File: config.mk
export PLATFORM = sky130hd
export DESIGN_NAME = alu_md
export DESIGN_NICKNAME = d
export VERILOG_FILES = /design/src/rtl/alu_md_pkg.sv /design/src/rtl/alu_md_iter.sv /design/src/rtl/alu_md.sv
export SDC_FILE = /design/constraint.sdc
export NUM_CORES = 2
export LEC_CHECK = 0
export ABC_AREA = 1
export ABC_CLOCK_PERIOD_IN_PS = 3250
export CAP_MARGIN = 15
export CORE_AREA = 2 2 263 265
export CTS_CLUSTER_SIZE = 12
export DETAILED_ROUTE_END_ITERATION = 12
export DIE_AREA = 0 0 265 267
export DONT_BUFFER_PORTS = 1
export PLACE_DENSITY_LB_ADDON = 0.2
export SLEW_MARGIN = 0
export SYNTH_ARGS = -nofsm -noshare
export SYNTH_HDL_FRONTEND = slang
export SYNTH_SLANG_ARGS = --single-unit
File: constraint.sdc
create_clock -name clk -period 3.25 [get_ports clk]
set_input_delay 0.65 -clock clk [delete_from_list [all_inputs] [get_ports clk]]
set_output_delay 0.65 -clock clk [all_outputs]
set_load 0.01 [all_outputs]
File: src/rtl/alu_md_pkg.sv
// Shared definitions for the alu_md EX-stage ALU: op codes, FSM states and op width.
package alu_md_pkg;

    localparam int OP_W = 4;

    typedef logic [OP_W-1:0] op_t;

    localparam op_t OP_ADD   = 4'd0;
    localparam op_t OP_SUB   = 4'd1;
    localparam op_t OP_AND   = 4'd2;
    localparam op_t OP_OR    = 4'd3;
    localparam op_t OP_SRL   = 4'd4;
    localparam op_t OP_SRA   = 4'd5;
    localparam op_t OP_SLL   = 4'd6;
    localparam op_t OP_XOR   = 4'd7;
    localparam op_t OP_SLT   = 4'd8;
    localparam op_t OP_SLTU  = 4'd9;
    localparam op_t OP_MULTU = 4'd10;
    localparam op_t OP_MULT  = 4'd11;
    localparam op_t OP_DIVU  = 4'd12;
    localparam op_t OP_DIV   = 4'd13;
    localparam op_t OP_MTHI  = 4'd14;
    localparam op_t OP_MTLO  = 4'd15;

    typedef enum logic [1:0] {
        ST_IDLE,
        ST_CALC,
        ST_FIX
    } state_t;

endpackage

File: src/rtl/alu_md_iter.sv
// Iterative one-bit-per-cycle multiply/divide engine producing HI/LO.
// Signed ops run on magnitudes; signs are reapplied in the FIX state.
module alu_md_iter
    import alu_md_pkg::*;
#(
    parameter int WIDTH = 32
) (
    input  logic             clk,
    input  logic             rst_n,
    input  logic             start_i,
    input  op_t              op_i,
    input  logic [WIDTH-1:0] a_i,
    input  logic [WIDTH-1:0] b_i,
    output logic             idle_o,
    output logic             done_o,
    output logic [WIDTH-1:0] hi_o,
    output logic [WIDTH-1:0] lo_o
);

    localparam int CW = $clog2(WIDTH) + 1;

    state_t           state_q;
    logic [CW-1:0]    count_q;
    logic [WIDTH-1:0] hiAcc_q, loAcc_q, divisor_q, aOrig_q;
    logic             isDiv_q, negLo_q, negHi_q, divZero_q;

    logic             signedOp, aNeg, bNeg, startDiv;
    logic [WIDTH-1:0] aMag, bMag;
    logic [WIDTH:0]   mulSum, remShift;
    logic [WIDTH-1:0] mulHi, mulLo, divRem, divQuo, remDiff;
    logic             remGe;
    logic [2*WIDTH-1:0] product, productFix;
    logic [WIDTH-1:0] quoFix, remFix;

    assign signedOp = (op_i == OP_MULT) || (op_i == OP_DIV);
    assign startDiv = (op_i == OP_DIV) || (op_i == OP_DIVU);
    assign aNeg     = signedOp & a_i[WIDTH-1];
    assign bNeg     = signedOp & b_i[WIDTH-1];
    assign aMag     = aNeg ? -a_i : a_i;
    assign bMag     = bNeg ? -b_i : b_i;

    // hiAcc/loAcc double as product halves for mul and remainder/quotient for div.
    assign mulSum   = {1'b0, hiAcc_q} + (loAcc_q[0] ? {1'b0, divisor_q} : '0);
    assign mulHi    = mulSum[WIDTH:1];
    assign mulLo    = {mulSum[0], loAcc_q[WIDTH-1:1]};

    assign remShift = {hiAcc_q, loAcc_q[WIDTH-1]};
    assign remGe    = remShift >= {1'b0, divisor_q};
    assign remDiff  = remShift[WIDTH-1:0] - divisor_q;
    assign divRem   = remGe ? remDiff : remShift[WIDTH-1:0];
    assign divQuo   = {loAcc_q[WIDTH-2:0], remGe};

    assign product    = {hiAcc_q, loAcc_q};
    assign productFix = negLo_q ? -product : product;
    assign quoFix     = negLo_q ? -loAcc_q : loAcc_q;
    assign remFix     = negHi_q ? -hiAcc_q : hiAcc_q;

    always_comb begin
        hi_o = productFix[2*WIDTH-1:WIDTH];
        lo_o = productFix[WIDTH-1:0];
        if (isDiv_q) begin
            if (divZero_q) begin
                hi_o = aOrig_q;
                lo_o = '1;
            end else begin
                hi_o = remFix;
                lo_o = quoFix;
            end
        end
    end

    assign idle_o = (state_q == ST_IDLE);
    assign done_o = (state_q == ST_FIX);

    always_ff @(posedge clk) begin
        if (!rst_n) begin
            state_q   <= ST_IDLE;
            count_q   <= '0;
            hiAcc_q   <= '0;
            loAcc_q   <= '0;
            divisor_q <= '0;
            aOrig_q   <= '0;
            isDiv_q   <= 1'b0;
            negLo_q   <= 1'b0;
            negHi_q   <= 1'b0;
            divZero_q <= 1'b0;
        end else begin
            case (state_q)
                ST_IDLE: begin
                    if (start_i) begin
                        hiAcc_q   <= '0;
                        loAcc_q   <= aMag;
                        divisor_q <= bMag;
                        aOrig_q   <= a_i;
                        isDiv_q   <= startDiv;
                        negLo_q   <= aNeg ^ bNeg;
                        negHi_q   <= startDiv ? aNeg : (aNeg ^ bNeg);
                        divZero_q <= startDiv && (b_i == '0);
                        count_q   <= CW'(WIDTH);
                        state_q   <= ST_CALC;
                    end
                end
                ST_CALC: begin
                    if (isDiv_q) begin
                        hiAcc_q <= divRem;
                        loAcc_q <= divQuo;
                    end else begin
                        hiAcc_q <= mulHi;
                        loAcc_q <= mulLo;
                    end
                    count_q <= count_q - CW'(1);
                    if (count_q == CW'(1)) begin
                        state_q <= ST_FIX;
                    end
                end
                ST_FIX: begin
                    state_q <= ST_IDLE;
                end
                default: begin
                    state_q <= ST_IDLE;
                end
            endcase
        end
    end

endmodule

File: src/rtl/alu_md.sv
// EX-stage ALU with registered result, single-cycle basic ops and
// iterative MIPS-style HI/LO multiply/divide behind a valid/ready handshake.
module alu_md
    import alu_md_pkg::*;
#(
    parameter int WIDTH = 32
) (
    input  logic             clk,
    input  logic             rst_n,
    input  logic             in_valid,
    output logic             in_ready,
    input  op_t              op,
    input  logic [WIDTH-1:0] a,
    input  logic [WIDTH-1:0] b,
    output logic             out_valid,
    output logic [WIDTH-1:0] result,
    output logic [WIDTH-1:0] hi,
    output logic [WIDTH-1:0] lo,
    output logic             busy
);

    localparam int SHW = $clog2(WIDTH);

    logic [WIDTH-1:0] result_q, hi_q, lo_q, aluRes, iterHi, iterLo;
    logic             outValid_q, accept, isMulDiv, iterIdle, iterDone;
    logic [SHW-1:0]   shamt;

    assign shamt    = b[SHW-1:0];
    assign isMulDiv = (op == OP_MULTU) || (op == OP_MULT) || (op == OP_DIVU) || (op == OP_DIV);
    assign accept   = in_valid & in_ready;

    always_comb begin
        aluRes = '0;
        case (op)
            OP_ADD:  aluRes = a + b;
            OP_SUB:  aluRes = a - b;
            OP_AND:  aluRes = a & b;
            OP_OR:   aluRes = a | b;
            OP_SRL:  aluRes = a >> shamt;
            OP_SRA:  aluRes = $unsigned($signed(a) >>> shamt);
            OP_SLL:  aluRes = a << shamt;
            OP_XOR:  aluRes = a ^ b;
            OP_SLT:  aluRes = {{(WIDTH-1){1'b0}}, ($signed(a) < $signed(b))};
            OP_SLTU: aluRes = {{(WIDTH-1){1'b0}}, (a < b)};
            default: aluRes = '0;
        endcase
    end

    alu_md_iter #(.WIDTH(WIDTH)) u_iter (
        .clk     (clk),
        .rst_n   (rst_n),
        .start_i (accept & isMulDiv),
        .op_i    (op),
        .a_i     (a),
        .b_i     (b),
        .idle_o  (iterIdle),
        .done_o  (iterDone),
        .hi_o    (iterHi),
        .lo_o    (iterLo)
    );

    // The iterator only finishes while in_ready is low, so it never races an accept.
    always_ff @(posedge clk) begin
        if (!rst_n) begin
            result_q   <= '0;
            hi_q       <= '0;
            lo_q       <= '0;
            outValid_q <= 1'b0;
        end else begin
            outValid_q <= 1'b0;
            if (iterDone) begin
                hi_q       <= iterHi;
                lo_q       <= iterLo;
                result_q   <= iterLo;
                outValid_q <= 1'b1;
            end else if (accept && !isMulDiv) begin
                outValid_q <= 1'b1;
                if (op == OP_MTHI) begin
                    hi_q     <= a;
                    result_q <= a;
                end else if (op == OP_MTLO) begin
                    lo_q     <= a;
                    result_q <= a;
                end else begin
                    result_q <= aluRes;
                end
            end
        end
    end

    assign in_ready  = iterIdle;
    assign busy      = !iterIdle;
    assign out_valid = outValid_q;
    assign result    = result_q;
    assign hi        = hi_q;
    assign lo        = lo_q;

endmodule

==> metrics.txt <==
mux contribution to synthesized area=0%; commonest cells after routing, fill and taps aside=sky130_fd_sc_hd__nand2_1 (1584), sky130_fd_sc_hd__nand3_1 (753), sky130_fd_sc_hd__inv_1 (675), sky130_fd_sc_hd__nor2_1 (512), sky130_fd_sc_hd__a21oi_1 (455); number of levels in the clock H-tree=1; timing-limited maximum frequency=0.3248 GHz; Design Area, Final=33420 um^2; Adder-Cell Fraction of Synth Area=7.259%; number of standard cells in the layout, taps in and fillers out=roughly 6500; overall power after layout=11.22 mW; summed negative setup slack over all endpoints=0 ps; Switching Power=4.818 mW; sequential standard cell area=4750 um^2; predominant post-synthesis flop cell=sky130_fd_sc_hd__dfxtp_1; most utilized layer in the global route result=met2; number of clock buffers inserted by TritonCTS=31; number of fillers in the final layout=7666; final critical-path share of the clock period=94.74%; final global-route overflow total=0; Synth Area in Compound Gates=19.08%; most common library cell in the layout ignoring fill and taps=sky130_fd_sc_hd__nand2_1; total of max-cap violations=0; number of setup buffers added after CTS=0; combined area of the multi-input logic cells=21770 um^2; largest net degree at the start of global routing=117; Gates resized, CTS repair=0; number of antenna violations at the first check in global routing=10; fraction of the core area covered by cells at the end of the flow=49.16%; clock sink count=about 240; count of unresolved DRC violations after routing=0; required arrival time at the worst endpoint=3780 ps; power density over cell area=between 300 and 400 nW/um^2; arrival time of the worst setup path=3610 ps; per-instance average area after synthesis=5.434 um^2; smallest setup slack after layout=171.0 ps; maximum number of buffers from clock root to sink=3; result of the run=finished clean; sum of net half-perimeters after detailed placement=141900 um; register area share after synthesis=15.60%; Die ar.=70760 um^2; Synth Area in Simple Gates=43.53%; setup violation total in the final timing report=0; number of DRC violations after detailed-routing iteration 0=~5300; GRT Resource Usage Total=around half; length of the first detailed-routing pass in iterations=8; Synth cell types=60; wire length of the first global-routing pass=249400 um; later-pin clock latency in the skew report=640 ps; clock tree root buffer cell=sky130_fd_sc_hd__clkbuf_16; CP Class=register to register; number of nets in the final layout=5863; CTS Hold Bufs=0; per-cell routed wire length=27.12 um; Final Slew Violations=0; met2 usage=73.80%; Synth Instances=5595; largest fanout of any net on the critical path=22; final hold slack=182.3 ps; clock tree from TritonCTS=yes; die width=around 270 um; average via count per standard cell=6.071; routed via count=39659; design internal power=6.403 mW; Final Hold Violating Endpoints=0; met1 global-route usage=54.32%; Cell Area, Placed=32320 um^2; layout overhead on the synthesized area=9.922%; Post-synth ARST share=0%; total of buffers placed on input and output ports=0; sort of element at the start of the critical path=register; GR Layer Usage met3=12.61%; EDFF count, synth=0; setup repair after global routing missed its margin=no; final worst path period need=3079 ps; yosys synthesis warning count=0; relative contribution of sequential cells to total power=29.4%; Final ANT Viol Nets=0; Post-Place Worst Slack=49.04 ps; final clock skew=45.72 ps; fraction of final layout cells sized beyond drive strength 1=7.638%; peak supply drop=0.3400 mV; floorplan row count=96; Yosys reg bits=237; Cells after DPL=6467; worst min path class=primary input to register; Worst Max-Slew Pin Slew=1140 ps; initial cell density of the core=44.72%; leakage component of the power=around 17 nW; placer's final routability congestion estimate=1.127; share of total power in the clock network=~33%; portion of total power attributed to combinational logic=37.2%; Post-Route WL=roughly 180000 um; CTS clock-pin slew for the worst setup and hold paths=70 ps; largest family of logic cells by synthesized area=simple AND/OR/NAND/NOR gates; Switching Share=42.94%; I/O pin cnt=170; summed instance area of the synthesized netlist=30400 um^2; Synth Net Count=a little under 6000; Critical Path Sink Type=register; XOR/XNOR Fraction of Synth Area=1.700%; worst max-slew margin expressed relative to the limit=24.02%; vertical extent of the die=267 um; vias in the first global route=36330; Core Area=67990 um^2
==> state kept, by name, indices dropped and copies added, names as in the netlist <==
| signal | flops |
|---|---|
| hi | 32 |
| lo | 32 |
| result | 32 |
| u_iter.aOrig_q | 32 |
| u_iter.divisor_q | 32 |
| u_iter.hiAcc_q | 32 |
| u_iter.loAcc_q | 32 |
| u_iter.count_q | 6 |
| u_iter.state_q | 2 |
| out_valid | 1 |
| u_iter.divZero_q | 1 |
| u_iter.isDiv_q | 1 |
| u_iter.negHi_q | 1 |
| u_iter.negLo_q | 1 |
==> worst max-delay path, stage by stage (launching register included) <==
cell                      delay, ps
sky130_fd_sc_hd__dfxtp_1        500
sky130_fd_sc_hd__inv_1          120
sky130_fd_sc_hd__ha_1           380
sky130_fd_sc_hd__nand2_1        150
sky130_fd_sc_hd__nor2_1          70
sky130_fd_sc_hd__nand2_1        100
sky130_fd_sc_hd__nor2_1          80
sky130_fd_sc_hd__a21oi_2        850
sky130_fd_sc_hd__buf_4          320
sky130_fd_sc_hd__nand3_1         90
sky130_fd_sc_hd__nand3_1        110
sky130_fd_sc_hd__nand3_1         80
sky130_fd_sc_hd__a21oi_1        150
==> area by class of cell <==
cell class | instances | share of cell area [%]
multi-input cells | 4383 | 65.15
diodes | 8 | 0.05990
clock buffers | 38 | 2.579
inverters | 708 | 7.974
flip-flops and latches | 237 | 14.21
well taps | 882 | 3.302
repair buffers | 257 | 6.072
clock inverters | 20 | 0.6477
==> logic make-up after synthesis <==
group	after synthesis
buf+inv	975
simple gates	3079
flops	237
fa+ha+maj	174
compound gates	1071
xor+xnor	59
==> synthesized netlist by cell type (4+ instances only) <==
cell type                  count  share of area (%)
sky130_fd_sc_hd__a211oi_1     16               0.40
sky130_fd_sc_hd__a21o_1        6               0.15
sky130_fd_sc_hd__a21oi_1     455                7.5
sky130_fd_sc_hd__a31oi_1      49                1.0
sky130_fd_sc_hd__and2_1       20               0.41
sky130_fd_sc_hd__and3_1        7               0.14
sky130_fd_sc_hd__buf_1        25               0.31
sky130_fd_sc_hd__buf_2       101                1.7
sky130_fd_sc_hd__buf_4         8               0.20
sky130_fd_sc_hd__buf_6        10               0.37
sky130_fd_sc_hd__clkbuf_1    120                1.5
sky130_fd_sc_hd__clkinv_1     10               0.12
sky130_fd_sc_hd__dfxtp_1     237                 16
sky130_fd_sc_hd__fa_1          4               0.26
sky130_fd_sc_hd__ha_1        170                7.0
sky130_fd_sc_hd__inv_1       677                8.4
sky130_fd_sc_hd__inv_2        19               0.23
sky130_fd_sc_hd__nand2_1    1585                 20
sky130_fd_sc_hd__nand2_2      15               0.31
sky130_fd_sc_hd__nand2_4       5               0.19
sky130_fd_sc_hd__nand3_1     753                 12
sky130_fd_sc_hd__nand3_2      15               0.49
sky130_fd_sc_hd__nand3b_1     13               0.32
sky130_fd_sc_hd__nand4_1      53                1.1
sky130_fd_sc_hd__nor2_1      513                6.3
sky130_fd_sc_hd__nor2_2       20               0.41
sky130_fd_sc_hd__nor2_4       12               0.44
sky130_fd_sc_hd__nor3_1       48               0.79
sky130_fd_sc_hd__nor4_1        5               0.10
sky130_fd_sc_hd__o211ai_1     40               0.99
sky130_fd_sc_hd__o21a_1        4              0.099
sky130_fd_sc_hd__o21ai_0     380                6.3
sky130_fd_sc_hd__o21ai_1      43               0.71
sky130_fd_sc_hd__o21bai_1     14               0.35
sky130_fd_sc_hd__o221ai_1      8               0.23
sky130_fd_sc_hd__o22ai_1      22               0.45
sky130_fd_sc_hd__o31ai_1      18               0.44
sky130_fd_sc_hd__or2_2         6               0.12
sky130_fd_sc_hd__xor2_1       57                1.6
==> final timing paths <==
path / start / end / slack (ps) / depth (start not counted)
max: u_iter.divisor_q[10] / u_iter.hiAcc_q[30] / 170 / 12
min: rst_n / u_iter.aOrig_q[21] / 180 / 2
max reg2reg: u_iter.divisor_q[10] / u_iter.hiAcc_q[30] / 170 / 12
min reg2reg: u_iter.count_q[0] / u_iter.count_q[0] / 500 / 1
==> layer usage <==
metal	vias up	part of all wire [%]
li1	18374	-
met1	18228	36
met2	2348	42
met3	705	10
met4	4	12
met5	-	0.015
==> power groups by stage <==
stage | registers, mW | logic [mW] | clock network, mW
floorplan | 3.21 | 2.59 | 0
global placement | 3.34 | 3.98 | 0
detailed placement | 3.34 | 3.98 | 0
CTS | 3.27 | 4.00 | 3.74
global route | 3.29 | 4.46 | 3.86
finish | 3.30 | 4.17 | 3.75
(Power assumes the default switching activity.)
